File: config.mk
export PLATFORM = sky130hd
export DESIGN_NAME = mole_round_scheduler_flat
export DESIGN_NICKNAME = d
export VERILOG_FILES = /design/src/rtl/mole_round_scheduler_if.sv /design/src/rtl/mole_round_scheduler.sv /design/src/flat_wrapper.sv
export SDC_FILE = /design/constraint.sdc
export NUM_CORES = 1
export LEC_CHECK = 0
export CAP_MARGIN = 20
export CORE_MARGIN = 5
export CORE_UTILIZATION = 45
export DETAILED_ROUTE_END_ITERATION = 10
export PLACE_DENSITY = 0.65
export SYNTH_ARGS = -nofsm -noshare
export SYNTH_HDL_FRONTEND = slang
export SYNTH_SLANG_ARGS = --single-unit
export TNS_END_PERCENT = 100
File: constraint.sdc
create_clock -name CLOCK_50 -period 3.8 [get_ports CLOCK_50]
set_clock_uncertainty 0.15 [all_clocks]
set_input_delay 0.38 -clock CLOCK_50 [delete_from_list [all_inputs] [get_ports CLOCK_50]]
set_output_delay 0.38 -clock CLOCK_50 [all_outputs]
set_load 0.05 [all_outputs]
File: src/rtl/mole_round_scheduler_if.sv
// Handshake bundle between the round scheduler, the LFSR/box mapper,
// the player hit detector and the VGA box renderer.
interface mole_round_scheduler_if #(
    parameter int unsigned SCORE_W = 8
);
    logic               start;
    logic [2:0]         lfsr_box;
    logic               lfsr_step;
    logic               hit_valid;
    logic [2:0]         hit_box;
    logic [2:0]         box;
    logic [SCORE_W-1:0] score;
    logic [1:0]         misses;
    logic               round_done;
    logic               game_over;

    // Environment side: drives game control, LFSR code and hits.
    modport master (
        output start, lfsr_box, hit_valid, hit_box,
        input  lfsr_step, box, score, misses, round_done, game_over
    );

    // Scheduler side.
    modport slave (
        input  start, lfsr_box, hit_valid, hit_box,
        output lfsr_step, box, score, misses, round_done, game_over
    );
endinterface

File: src/rtl/mole_round_scheduler.sv
// Game-round sequencer: draws a box from the LFSR mapper (rejecting
// repeats and bad codes a bounded number of times), lights it for a
// fixed window, scores matching hits, counts timeouts and ends the game
// after MAX_MISSES. Every output comes straight from a flop.
module mole_round_scheduler #(
    parameter int unsigned SHOW_CYCLES = 50000000,
    parameter int unsigned GAP_CYCLES  = 12500000,
    parameter int unsigned MAX_MISSES  = 3,
    parameter int unsigned MAX_RETRY   = 3,
    parameter int unsigned SCORE_W     = 8
) (
    input  logic                  CLOCK_50,
    input  logic                  reset_signal,
    mole_round_scheduler_if.slave bus
);

    localparam int unsigned T_MAX   = (SHOW_CYCLES > GAP_CYCLES) ? SHOW_CYCLES : GAP_CYCLES;
    localparam int unsigned TIMER_W = (T_MAX < 2) ? 1 : $clog2(T_MAX);
    localparam int unsigned RETRY_W = (MAX_RETRY < 1) ? 1 : $clog2(MAX_RETRY + 1);

    typedef enum logic [2:0] {
        S_IDLE,
        S_PICK,
        S_SETTLE,
        S_SHOW,
        S_GAP,
        S_OVER
    } state_t;

    state_t             state_q, state_d;
    logic [2:0]         box_q, box_d;
    logic [2:0]         last_box_q, last_box_d;
    logic [SCORE_W-1:0] score_q, score_d;
    logic [1:0]         misses_q, misses_d;
    logic [TIMER_W-1:0] timer_q, timer_d;
    logic [RETRY_W-1:0] retry_q, retry_d;
    logic               lfsr_step_q, lfsr_step_d;
    logic               round_done_q, round_done_d;
    logic               game_over_q, game_over_d;

    logic               code_ok;
    logic               reject;
    logic               hit_match;

    assign code_ok   = (bus.lfsr_box >= 3'd2) && (bus.lfsr_box <= 3'd5);
    assign reject    = (!code_ok || (bus.lfsr_box == last_box_q)) &&
                       (retry_q < RETRY_W'(MAX_RETRY));
    assign hit_match = bus.hit_valid && (bus.hit_box == box_q);

    // Next-state and next-output computation for the round FSM.
    always_comb begin
        // NOTE: every _d gets a default before the case so no path leaves
        // it unassigned; that is what keeps this block free of latches.
        state_d      = state_q;
        box_d        = box_q;
        last_box_d   = last_box_q;
        score_d      = score_q;
        misses_d     = misses_q;
        timer_d      = timer_q;
        retry_d      = retry_q;
        round_done_d = 1'b0;

        case (state_q)
            S_IDLE, S_OVER: begin
                if (bus.start) begin
                    state_d    = S_PICK;
                    score_d    = '0;
                    misses_d   = '0;
                    last_box_d = '0;
                    retry_d    = '0;
                end
            end

            S_PICK: begin
                state_d = S_SETTLE;
            end

            S_SETTLE: begin
                if (reject) begin
                    retry_d = retry_q + RETRY_W'(1);
                    state_d = S_PICK;
                end else begin
                    // Once retries run out a bad code still needs a box.
                    box_d      = code_ok ? bus.lfsr_box : 3'd2;
                    last_box_d = code_ok ? bus.lfsr_box : 3'd2;
                    retry_d    = '0;
                    timer_d    = TIMER_W'(SHOW_CYCLES - 1);
                    state_d    = S_SHOW;
                end
            end

            S_SHOW: begin
                if (hit_match) begin
                    // A hit on the final window cycle beats the timeout.
                    if (score_q != '1) begin
                        score_d = score_q + SCORE_W'(1);
                    end
                    round_done_d = 1'b1;
                    box_d        = '0;
                    timer_d      = TIMER_W'(GAP_CYCLES - 1);
                    state_d      = S_GAP;
                end else if (timer_q == '0) begin
                    misses_d     = misses_q + 2'd1;
                    round_done_d = 1'b1;
                    box_d        = '0;
                    if ((misses_q + 2'd1) == 2'(MAX_MISSES)) begin
                        state_d = S_OVER;
                    end else begin
                        timer_d = TIMER_W'(GAP_CYCLES - 1);
                        state_d = S_GAP;
                    end
                end else begin
                    timer_d = timer_q - TIMER_W'(1);
                end
            end

            S_GAP: begin
                if (timer_q == '0) begin
                    state_d = S_PICK;
                end else begin
                    timer_d = timer_q - TIMER_W'(1);
                end
            end

            default: begin
                state_d = S_IDLE;
            end
        endcase

        // Registered strobes follow the state being entered.
        lfsr_step_d = (state_d == S_PICK);
        game_over_d = (state_d == S_OVER);
    end

    // State and output registers with synchronous reset.
    always_ff @(posedge CLOCK_50) begin
        // NOTE: sequential state uses non-blocking assignments so every
        // flop samples the pre-edge values computed above.
        if (reset_signal) begin
            state_q      <= S_IDLE;
            box_q        <= '0;
            last_box_q   <= '0;
            score_q      <= '0;
            misses_q     <= '0;
            timer_q      <= '0;
            retry_q      <= '0;
            lfsr_step_q  <= 1'b0;
            round_done_q <= 1'b0;
            game_over_q  <= 1'b0;
        end else begin
            state_q      <= state_d;
            box_q        <= box_d;
            last_box_q   <= last_box_d;
            score_q      <= score_d;
            misses_q     <= misses_d;
            timer_q      <= timer_d;
            retry_q      <= retry_d;
            lfsr_step_q  <= lfsr_step_d;
            round_done_q <= round_done_d;
            game_over_q  <= game_over_d;
        end
    end

    assign bus.box        = box_q;
    assign bus.score      = score_q;
    assign bus.misses     = misses_q;
    assign bus.lfsr_step  = lfsr_step_q;
    assign bus.round_done = round_done_q;
    assign bus.game_over  = game_over_q;

endmodule

File: src/flat_wrapper.sv
// flat-port wrapper written by rule: the top's interface ports become plain ports
module mole_round_scheduler_flat 
#(
    parameter int unsigned SHOW_CYCLES = 50000000,
    parameter int unsigned GAP_CYCLES  = 12500000,
    parameter int unsigned MAX_MISSES  = 3,
    parameter int unsigned MAX_RETRY   = 3,
    parameter int unsigned SCORE_W     = 8
)
  (CLOCK_50, reset_signal, bus_start, bus_lfsr_box, bus_hit_valid, bus_hit_box, bus_lfsr_step, bus_box, bus_score, bus_misses, bus_round_done, bus_game_over);
  mole_round_scheduler_if #(.SCORE_W(SCORE_W)) bus_i ();
  input  logic CLOCK_50;
  input  logic reset_signal;
  input wire logic [$bits(bus_i.start)-1:0] bus_start;
  input wire logic [$bits(bus_i.lfsr_box)-1:0] bus_lfsr_box;
  input wire logic [$bits(bus_i.hit_valid)-1:0] bus_hit_valid;
  input wire logic [$bits(bus_i.hit_box)-1:0] bus_hit_box;
  output wire logic [$bits(bus_i.lfsr_step)-1:0] bus_lfsr_step;
  output wire logic [$bits(bus_i.box)-1:0] bus_box;
  output wire logic [$bits(bus_i.score)-1:0] bus_score;
  output wire logic [$bits(bus_i.misses)-1:0] bus_misses;
  output wire logic [$bits(bus_i.round_done)-1:0] bus_round_done;
  output wire logic [$bits(bus_i.game_over)-1:0] bus_game_over;
  assign bus_i.start = bus_start;
  assign bus_i.lfsr_box = bus_lfsr_box;
  assign bus_i.hit_valid = bus_hit_valid;
  assign bus_i.hit_box = bus_hit_box;
  assign bus_lfsr_step = bus_i.lfsr_step;
  assign bus_box = bus_i.box;
  assign bus_score = bus_i.score;
  assign bus_misses = bus_i.misses;
  assign bus_round_done = bus_i.round_done;
  assign bus_game_over = bus_i.game_over;
  mole_round_scheduler #(.SHOW_CYCLES(SHOW_CYCLES), .GAP_CYCLES(GAP_CYCLES), .MAX_MISSES(MAX_MISSES), .MAX_RETRY(MAX_RETRY), .SCORE_W(SCORE_W)) u_core (.CLOCK_50(CLOCK_50), .reset_signal(reset_signal), .bus(bus_i));
endmodule
==> impl_metrics.env, run 1 <==
export IMPL_place_ws_ps=846
export IMPL_status="completed"
export IMPL_setup_viol=0
export IMPL_cp_startpoint="u_core.timer_q[7]"
export IMPL_grt_overflow_total=0
export IMPL_grt_util_all_layers=0.192
export IMPL_routedWlPerCell_microns=15.8
export IMPL_crit_slowest_cell="or4_1"
export IMPL_setup_ws_ps=910
export IMPL_power_density_nw_per_um2=464
export IMPL_cts_buffers=5
export IMPL_cts_tree="yes"
export IMPL_via_per_inst=5.95
export IMPL_final_cell_mix="dfxtp_1, nor2_1, a21oi_1"
export IMPL_critPathBufInv=1
export IMPL_grt_max_degree=29
export IMPL_hp_start="u_core.last_box_q[1]"
export IMPL_grt_pass1_wl_microns=11900
export IMPL_reg2regPathDepth=7
export IMPL_synth_seq_cells=50
export IMPL_coreArea_sq_um=5920
export IMPL_drc=0
export IMPL_period_needed_ps=2890
export IMPL_vias=2643
export IMPL_netlist_area_leader_share=0.364
export IMPL_end_kind="flip-flop"
export IMPL_crit_chain="or4_1, nor4_4, buf_4, nand4_2, a21oi_1, o21ai_0, a21oi_1"
export IMPL_io_pins=26
export IMPL_syn_inst=348
export IMPL_tns_ps=0
export IMPL_ir_drop_uv=191
export IMPL_drt_first_iter_violations=188
export IMPL_syn_nets=362
export IMPL_fillers=590
export IMPL_crit_cells=7
export IMPL_ys_flop_type="dfxtp_1"
export IMPL_routed_wl_microns=7010
export IMPL_clockBufferDepth=2
export IMPL_drive_above_1_share=0.0705
export IMPL_cts_setup_buffers=0
export IMPL_firstDrtPassIters=6
export IMPL_netlist_area_sq_um=2750
export IMPL_clock_sinks=50
export IMPL_antenna_found_initial=0
export IMPL_htreeDepth=2
export IMPL_synth_area_leaders="dfxtp_1, a21oi_1, nor2_1, nand2_1, xor2_1"
export IMPL_first_global_vias=2462
export IMPL_synth_edf_count=0
export IMPL_dp_hpwl_microns=4890
export IMPL_hold_violations=0
export IMPL_relSlewSlack=0.438
export IMPL_cts_resized=0
export IMPL_hold_path_class="flip-flop to flip-flop"
export IMPL_ys_types=52
export IMPL_cp_arrival_ps=2980
export IMPL_fp_dieArea_sq_um=7780
export IMPL_worstPathMaxFanout=13
export IMPL_async_flop_share=0
export IMPL_worstMarginPinSlew_ps=836
export IMPL_syn2layout_area_growth_pct=14.7
export IMPL_start_kind="flip-flop"
export IMPL_path_clk_slew_ps=90
export IMPL_drt_antenna_violating_nets=0
export IMPL_max_freq_mhz=346
export IMPL_yosysWarnings=0
export IMPL_avgSynthCellArea_sq_um=7.91
export IMPL_path_delay_family="simple AND/OR/NAND/NOR gates"
export IMPL_antennaDiodeCount=0
export IMPL_rows=28
export IMPL_rr_startpoint="u_core.timer_q[7]"
export IMPL_numPortBuffers=25
export IMPL_fin_crit_sh=0.760
export IMPL_synth_seq_area_share=0.364
export IMPL_slew_viol_final=0
export IMPL_worstPathRequired_ps=3890
export IMPL_cap_violations=0
export IMPL_slowest_delay_ps=690
export IMPL_cts_hold_buf=0
export IMPL_fin_nets=382
export IMPL_cts_root_buffer="clkbuf_8"
export IMPL_place_gp_congestion=0.914
export IMPL_p_leak_nw=1.13
export IMPL_yosys_area_top_type="dfxtp_1"
export IMPL_die_x_microns=88.2
export IMPL_critPathKind="flip-flop to flip-flop"
export IMPL_start_util=0.465
export IMPL_insertion_delay_ps=300
export IMPL_hold_depth=2
export IMPL_cp_common_cell="a21oi_1"
export IMPL_layout_commonest_cell="dfxtp_1"
export IMPL_rsz0062_at_grt="false"
export IMPL_die_y_microns=88.2
==> Yosys cell counts (8+ instances only) <==
cell / n
a21oi_1: 38
a31oi_1: 9
clkbuf_1: 12
dfxtp_1: 50
inv_1: 12
nand2_1: 29
nand3_1: 12
nand4_1: 8
nor2_1: 38
nor3_1: 10
o21ai_0: 13
xor2_1: 8
==> power breakdown <==
| group | internal (W) | switching, W |
|---|---|---|
| logic | 0.000194 | 0.000344 |
| clock network | 0.000147 | 0.000177 |
| registers | 0.000560 | 0.0000425 |
| total | 0.000901 | 0.000563 |
==> final timing paths <==
kind                          end  slack [ps]
min reg2reg  u_core.last_box_q[1]         320
max reg2reg    u_core.timer_q[18]         910
min          u_core.last_box_q[1]         320
max            u_core.timer_q[18]         910
==> worst min-delay path, stage by stage, from the launching register on <==
cell and delay, ps:
dfxtp_1 320, nand2_1 50, a21oi_1 50
==> metrics by stage <==
step	total power [W]	cells	utilization	instance area [sq um]	hold slack (ps)
6_report	0.00146	444	0.533	3160	316
5_1_grt	0.00155	444	0.533	3160	350
4_1_cts	0.00146	444	0.533	3160	321
3_5_place_dp	0.00114	436	0.518	3070	310
3_3_place_gp	0.00114	436	0.518	3070	302
2_1_floorplan	0.00100	348	-	2750	290
==> metal layers <==
layer / track usage / vias up / part of all wire
met1: 0.259 / 1231 / 0.48
met3: 0.0367 / 5 / 0.055
met4: 0.0426 / 0 / 0.0076
met5: 0 / - / 0
met2: 0.319 / 75 / 0.46
li1: - / 1332 / -
==> cell type report <==
class | instances | area (sq um) | area share
Clock buffer | 7 | 86.3 | 0.0273
Clock inverter | 1 | 5.00 | 0.00159
Inverter | 12 | 45.0 | 0.0143
Multi-Input combinational cell | 266 | 1620 | 0.512
Sequential cell | 50 | 1000 | 0.317
Tap cell | 75 | 93.8 | 0.0297
Timing Repair Buffer | 33 | 310 | 0.0983
==> state kept, by name, indices dropped and copies added, names as in the netlist <==
register               cells
u_core.state_q             3
u_core.bus.round_done      1
u_core.bus.game_over       1
u_core.bus.box             3
u_core.bus.lfsr_step       1
u_core.last_box_q          3
u_core.retry_q             2
u_core.bus.score           8
u_core.timer_q            26
u_core.bus.misses          2
==> cell families (layout without fill, tap and decap cells) <==
logic type,after synthesis,in the layout,share of synthesized area
muxes,2,2,0.00728
adders and majority gates,4,4,0.0182
xor gates and xnor gates,12,12,0.0382
DFF,50,50,0.364
and+or+nand+nor,135,135,0.255
AOI/OAI and AO/OA,113,113,0.266
buffers and inverters,32,53,0.0514
Note: power is estimated with default switching activity, not from simulation.
==> inputs of run 2 (changes only) <==
--- a/config.mk
+++ b/config.mk
@@ -9,7 +9,7 @@
 export CORE_MARGIN = 5
 export CORE_UTILIZATION = 45
 export DETAILED_ROUTE_END_ITERATION = 10
-export PLACE_DENSITY = 0.65
+export PLACE_DENSITY = 0.68
 export SYNTH_ARGS = -nofsm -noshare
 export SYNTH_HDL_FRONTEND = slang
 export SYNTH_SLANG_ARGS = --single-unit
==> constraint.sdc (replaced) <==
create_clock -name CLOCK_50 -period 2.36 [get_ports CLOCK_50]
set_clock_uncertainty 0.15 [all_clocks]
set_input_delay 0.236 -clock CLOCK_50 [delete_from_list [all_inputs] [get_ports CLOCK_50]]
set_output_delay 0.236 -clock CLOCK_50 [all_outputs]
set_load 0.05 [all_outputs]
==> run 2 against run 1 <==
The run now ends with setup timing left. Hold slack gained 10 ps. Worst setup slack lost 1000 ps. Non-clock buffer count rose by 87. Wire length grew 27%. Die area did not move. Power is 120% higher. Register-to-register slack worse by 1000 ps. Global-route usage rose by 3.2 points. Sequential power increased by 58%. Critical path type unchanged. Utilization rose by 17 points.
==> impl_metrics.env, run 2 (synthesis gave the netlist of run 1 again) <==
export IMPL_clock_power_share=0.159
export IMPL_dp_hpwl_microns=5780
export IMPL_start_util=0.465
export IMPL_tns_ps=-1280
export IMPL_slowest_delay_ps=560
export IMPL_pwr_share_comb=0.547
export IMPL_cp_arrival_ps=2570
export IMPL_cp_common_cell="buf_4"
export IMPL_io_pins=26
export IMPL_htreeDepth=2
export IMPL_busiest_layer="met2"
export IMPL_relSlewSlack=0.661
export IMPL_critPathKind="flip-flop to flip-flop"
export IMPL_cts_buffers=5
export IMPL_path_delay_family="simple AND/OR/NAND/NOR gates"
export IMPL_period_needed_ps=2480
export IMPL_rrSetupSlack_ps=-120
export IMPL_hold_depth=2
export IMPL_fp_dieArea_sq_um=7780
export IMPL_grt_overflow_total=0
export IMPL_p_leak_nw=1.61
export IMPL_vias=3184
export IMPL_ir_drop_uv=401
export IMPL_fin_crit_sh=1.05
export IMPL_grtUsageMet3=0.0367
export IMPL_firstDrtPassIters=4
export IMPL_min_to="u_core.last_box_q[2]"
export IMPL_die_y_microns=88.2
export IMPL_max_freq_mhz=404
export IMPL_gr_usage_met1=0.281
export IMPL_grt_max_degree=18
export IMPL_violations="setup timing"
export IMPL_drc=0
export IMPL_routed_wl_microns=8900
export IMPL_syn2layout_area_growth_pct=51.5
export IMPL_top_register="u_core.timer_q"
export IMPL_r2r_end="u_core.bus.misses[1]"
export IMPL_clock_sinks=50
export IMPL_hold_violations=0
export IMPL_power_frac_seq=0.294
export IMPL_grt_pass1_wl_microns=13900
export IMPL_grt_util_all_layers=0.224
export IMPL_worstPathMaxFanout=5
export IMPL_drive_above_1_share=0.368
export IMPL_globalRouteMet2Util=0.396
export IMPL_layout_commonest_cell="buf_4"
export IMPL_final_cell_mix="buf_4, dfxtp_1, nor2_1"
export IMPL_holdWs_ps=326
export IMPL_reg2regPathDepth=8
export IMPL_cts_root_buffer="clkbuf_8"
export IMPL_worstMarginPinSlew_ps=507
export IMPL_cap_violations=0
export IMPL_slew_viol_final=0
export IMPL_intPower_w=0.00201
export IMPL_crit_chain="or4_4, nor4_4, buf_4, nand4_4, buf_6, buf_4, or3_1, a21oi_1"
export IMPL_place_gp_congestion=0.884
export IMPL_hold_path_class="flip-flop to flip-flop"
export IMPL_largest_reg_flops=26
export IMPL_power_density_nw_per_um2=778
export IMPL_critPathBufInv=3
export IMPL_fin_nets=469
export IMPL_antenna_found_initial=0
export IMPL_setup_ws_ps=-116
export IMPL_hp_start="u_core.last_box_q[2]"
export IMPL_rows=28
export IMPL_drt_antenna_violating_nets=0
export IMPL_worstPathRequired_ps=2450
export IMPL_setup_viol=22
export IMPL_insertion_delay_ps=310
export IMPL_p_switching_w=0.00123
export IMPL_via_per_inst=6.00
export IMPL_numPortBuffers=25
export IMPL_die_x_microns=88.2
export IMPL_end_kind="flip-flop"
export IMPL_crit_slowest_cell="or4_4"
export IMPL_path_clk_slew_ps=100
export IMPL_rr_startpoint="u_core.timer_q[8]"
export IMPL_cts_tree="yes"
export IMPL_start_kind="flip-flop"
export IMPL_drt_first_iter_violations=257
export IMPL_first_global_vias=3009
export IMPL_coreArea_sq_um=5920
export IMPL_antennaDiodeCount=0
export IMPL_cts_hold_buf=0
export IMPL_routedWlPerCell_microns=16.8
export IMPL_fin_total_pwr_w=0.00324
export IMPL_status="finished, violations left"
export IMPL_rsz0062_at_grt="true"
export IMPL_p_sw_frac=0.381
export IMPL_clockBufferDepth=2
run 2: cell types whose count changed in the layout (fill, tap and decap cells not counted), moves of 6 or more:
cell	change
buf_6	+14
buf_4	+72
a21oi_1	-9
a21oi_2	+8
or4_4	+6
dfxtp_2	+6
or4_1	-6
dfxtp_1	-6
run 2: timing repair:
action | in CTS | in global routing
resized for setup | 36 | 44
setup endpoints to repair | 35 | 37
buffers inserted | 9 | 9
pin swaps | 16 | 25
run 2: worst register-to-register path: cells and delay by family, from the launching register on:
kind                   cells  cell delay [ps]
DFF                        1              330
buffers and inverters      3              520
and+or+nand+nor            4             1270
AOI/OAI and AO/OA          1              140
run 2: stage by stage:
step	util	instance area, sq um	worst slack (ps)	std cells
finish	0.704	4170	-116	531
global route	0.704	4170	-215	531
CTS	0.665	3940	-62.1	524
detailed placement	0.615	3640	-274	508
global placement	0.615	3640	-215	508
floorplan	-	2810	-125	348
run 2: layout make-up:
type                    count  area (sq um)
repair buffers            120          1030
flip-flops and latches     50          1010
inverters                  12          45.0
clock buffers               5          68.8
fillers                   429          1750
well taps                  75          93.8
multi-input cells         266          1900
clock inverters             3          21.3
run 2: how the worst max path moves through the flow:
stage,slack (ps),cells after the start,startpoint,end
after detailed placement,-270,8,bus_lfsr_box[2],u_core.timer_q[13]
after global placement,-210,9,bus_lfsr_box[2],u_core.timer_q[19]
after global routing,-220,8,u_core.timer_q[8],u_core.bus.misses[1]
after CTS,-60,6,u_core.timer_q[0],u_core.timer_q[9]
final,-120,8,u_core.timer_q[8],u_core.bus.misses[1]
after floorplan,-120,8,u_core.timer_q[8],u_core.timer_q[25]
run 2: routing by layer:
layer	vias up	wire, microns
met4	0	164
met5	-	0
met1	1547	3820
met2	111	4490
met3	21	428
li1	1505	-
run 2: power groups by stage:
stage               sequential [W]  clock, W  combinational (W)
finish                    0.000952  0.000516            0.00177
floorplan                 0.000980         0           0.000672
global placement          0.000960         0            0.00125
CTS                       0.000948  0.000529            0.00152
global route              0.000958  0.000567            0.00188
detailed placement        0.000962         0            0.00128
==> inputs of run 3 (changes only) <==
--- a/config.mk
+++ b/config.mk
@@ -6,6 +6,7 @@
 export NUM_CORES = 1
 export LEC_CHECK = 0
 export CAP_MARGIN = 20
+export CORE_ASPECT_RATIO = 0.5
 export CORE_MARGIN = 5
 export CORE_UTILIZATION = 45
 export DETAILED_ROUTE_END_ITERATION = 10
==> run 3 against run 2 <==
The run still ends with setup timing left. Utilization down 1.7 points. Wire length up 0.21%. Clock power increased by 60%. Worst setup slack improved by 25 ps. Final cell count decreased by 3.0%. Fmax grew 1.0%. Power increased by 5.9%. Sequential cell count unchanged. Die area up 1.2%. Design area fell by 0.96%.
==> impl_metrics.env, run 3 (synthesis gave the netlist of run 1 again) <==
export IMPL_status="finished, violations left"
export IMPL_violations="setup timing"
export IMPL_relSlewSlack=0.607
export IMPL_layout_commonest_cell="buf_4"
export IMPL_critPathBufInv=1
export IMPL_grt_overflow_total=0
export IMPL_clockBufferDepth=2
export IMPL_cp_arrival_ps=2530
export IMPL_vias=3072
export IMPL_placed_area_sq_um=3570
export IMPL_antennaDiodeCount=0
export IMPL_drive_above_1_share=0.342
export IMPL_firstDrtPassIters=5
export IMPL_p_leak_nw=1.56
export IMPL_via_per_inst=5.97
export IMPL_critPathKind="flip-flop to flip-flop"
export IMPL_final_cell_mix="buf_4, dfxtp_1, nor2_1"
export IMPL_syn2layout_area_growth_pct=50.1
export IMPL_fin_area_sq_um=4130
export IMPL_rows=20
export IMPL_grt_max_degree=22
export IMPL_first_global_vias=2949
export IMPL_slowest_delay_ps=560
export IMPL_routedWlPerCell_microns=17.3
export IMPL_top_register="u_core.timer_q"
export IMPL_ir_drop_uv=379
export IMPL_cap_violations=0
export IMPL_largest_reg_flops=26
export IMPL_drc=0
export IMPL_insertion_delay_ps=290
export IMPL_max_freq_mhz=408
export IMPL_start_kind="flip-flop"
export IMPL_grt_util_all_layers=0.218
export IMPL_worstMarginPinSlew_ps=585
export IMPL_power_density_nw_per_um2=831
export IMPL_hold_path_class="flip-flop to flip-flop"
export IMPL_drt_first_iter_violations=226
export IMPL_fin_nets=451
export IMPL_antenna_found_initial=0
export IMPL_cts_buffers=5
export IMPL_numPortBuffers=25
export IMPL_coreArea_sq_um=6010
export IMPL_setup_viol=8
export IMPL_cts_root_buffer="clkbuf_16"
export IMPL_period_needed_ps=2450
export IMPL_fin_crit_sh=1.04
export IMPL_end_kind="flip-flop"
export IMPL_grt_pass1_wl_microns=14100
export IMPL_start_util=0.458
export IMPL_cts_tree="yes"
export IMPL_worstPathRequired_ps=2440
export IMPL_crit_chain="buf_6, or4_4, or4_4, or3_4, or3_1, a31oi_1"
export IMPL_cp_common_cell="or4_4"
export IMPL_holdWs_ps=319
export IMPL_die_x_microns=121
export IMPL_io_pins=26
export IMPL_dp_hpwl_microns=5910
export IMPL_hold_violations=0
export IMPL_setup_ws_ps=-91.1
export IMPL_clock_sinks=50
export IMPL_path_clk_slew_ps=70
export IMPL_die_y_microns=65.3
export IMPL_worstPathMaxFanout=3
export IMPL_crit_slowest_cell="or4_4"
export IMPL_fp_dieArea_sq_um=7870
export IMPL_htreeDepth=2
export IMPL_drt_antenna_violating_nets=0
export IMPL_routed_wl_microns=8920
export IMPL_slew_viol_final=0
export IMPL_rsz0062_at_grt="true"
export IMPL_place_gp_congestion=0.888
export IMPL_path_delay_family="simple AND/OR/NAND/NOR gates"
run 3: changes by cell type in the layout (fill, tap and decap cells not counted), moves of 2 or more:
cell       change
clkbuf_8       -5
o21ai_1        -2
clkbuf_16      +6
buf_4         -18
nand3_2        +2
a311oi_2       -2
o21ai_2        +2
buf_6          -2
a311oi_1       +2
run 3: stage by stage:
| stage | util | std cells | power, W | setup TNS (ps) | setup slack [ps] |
|---|---|---|---|---|---|
| floorplan | - | 348 | 0.00165 | -1100 | -125 |
| global placement | 0.594 | 498 | 0.00216 | -4820 | -242 |
| detailed placement | 0.594 | 498 | 0.00219 | -6800 | -309 |
| CTS | 0.655 | 513 | 0.00325 | -405 | -109 |
| global route | 0.688 | 515 | 0.00360 | -2060 | -192 |
| finish | 0.688 | 515 | 0.00343 | -262 | -91.1 |
run 3: layout make-up:
type	instances	area, sq um
multi-input cells	266	1900
inverters	12	45.0
clock inverters	2	37.5
fillers	480	1880
well taps	77	96.3
clock buffers	6	129
repair buffers	102	916
flip-flops and latches	50	1010
run 3: path summary, 6_finish.rpt:
path                                        start  slack [ps]           endpoint  cells past startpoint
worst max-delay path            u_core.timer_q[0]         -90  u_core.timer_q[9]                      6
worst max register to register  u_core.timer_q[0]         -90  u_core.timer_q[9]                      6
worst min-delay path            u_core.bus.box[1]         320  u_core.bus.box[1]                      2
worst min register to register  u_core.bus.box[1]         320  u_core.bus.box[1]                      2
run 3: what timing repair did:
action / CTS / global route
endpoints found under the setup margin: 36 / 38
hold buffers: 0 / 0
resized for setup: 36 / 38
pin swaps: 19 / 21
buffers inserted: 7 / 1
cloned: 0 / 1
run 3: worst register-to-register path: stages (launching register included):
cell     delay [ps]
dfxtp_2         330
buf_6           110
or4_4           560
or4_4           460
or3_4           350
or3_1           310
a31oi_1         120
run 3: report_power, final:
part / internal, W / switching (W) / leakage (nW) / total, W
logic: 0.000802 / 0.000837 / 1.07 / 0.00164
clock network: 0.000501 / 0.000325 / 0.0771 / 0.000826
registers: 0.000903 / 0.0000632 / 0.409 / 0.000966
total: 0.00221 / 0.00123 / 1.56 / 0.00343
run 3: per-layer routing:
metal  track usage  vias to the layer above  wire (microns)
met5             0                        -               0
met4        0.0551                        0             138
met3        0.0387                       18             591
met2         0.356                      100            4160
met1         0.301                     1481            4030
li1              -                     1473               -
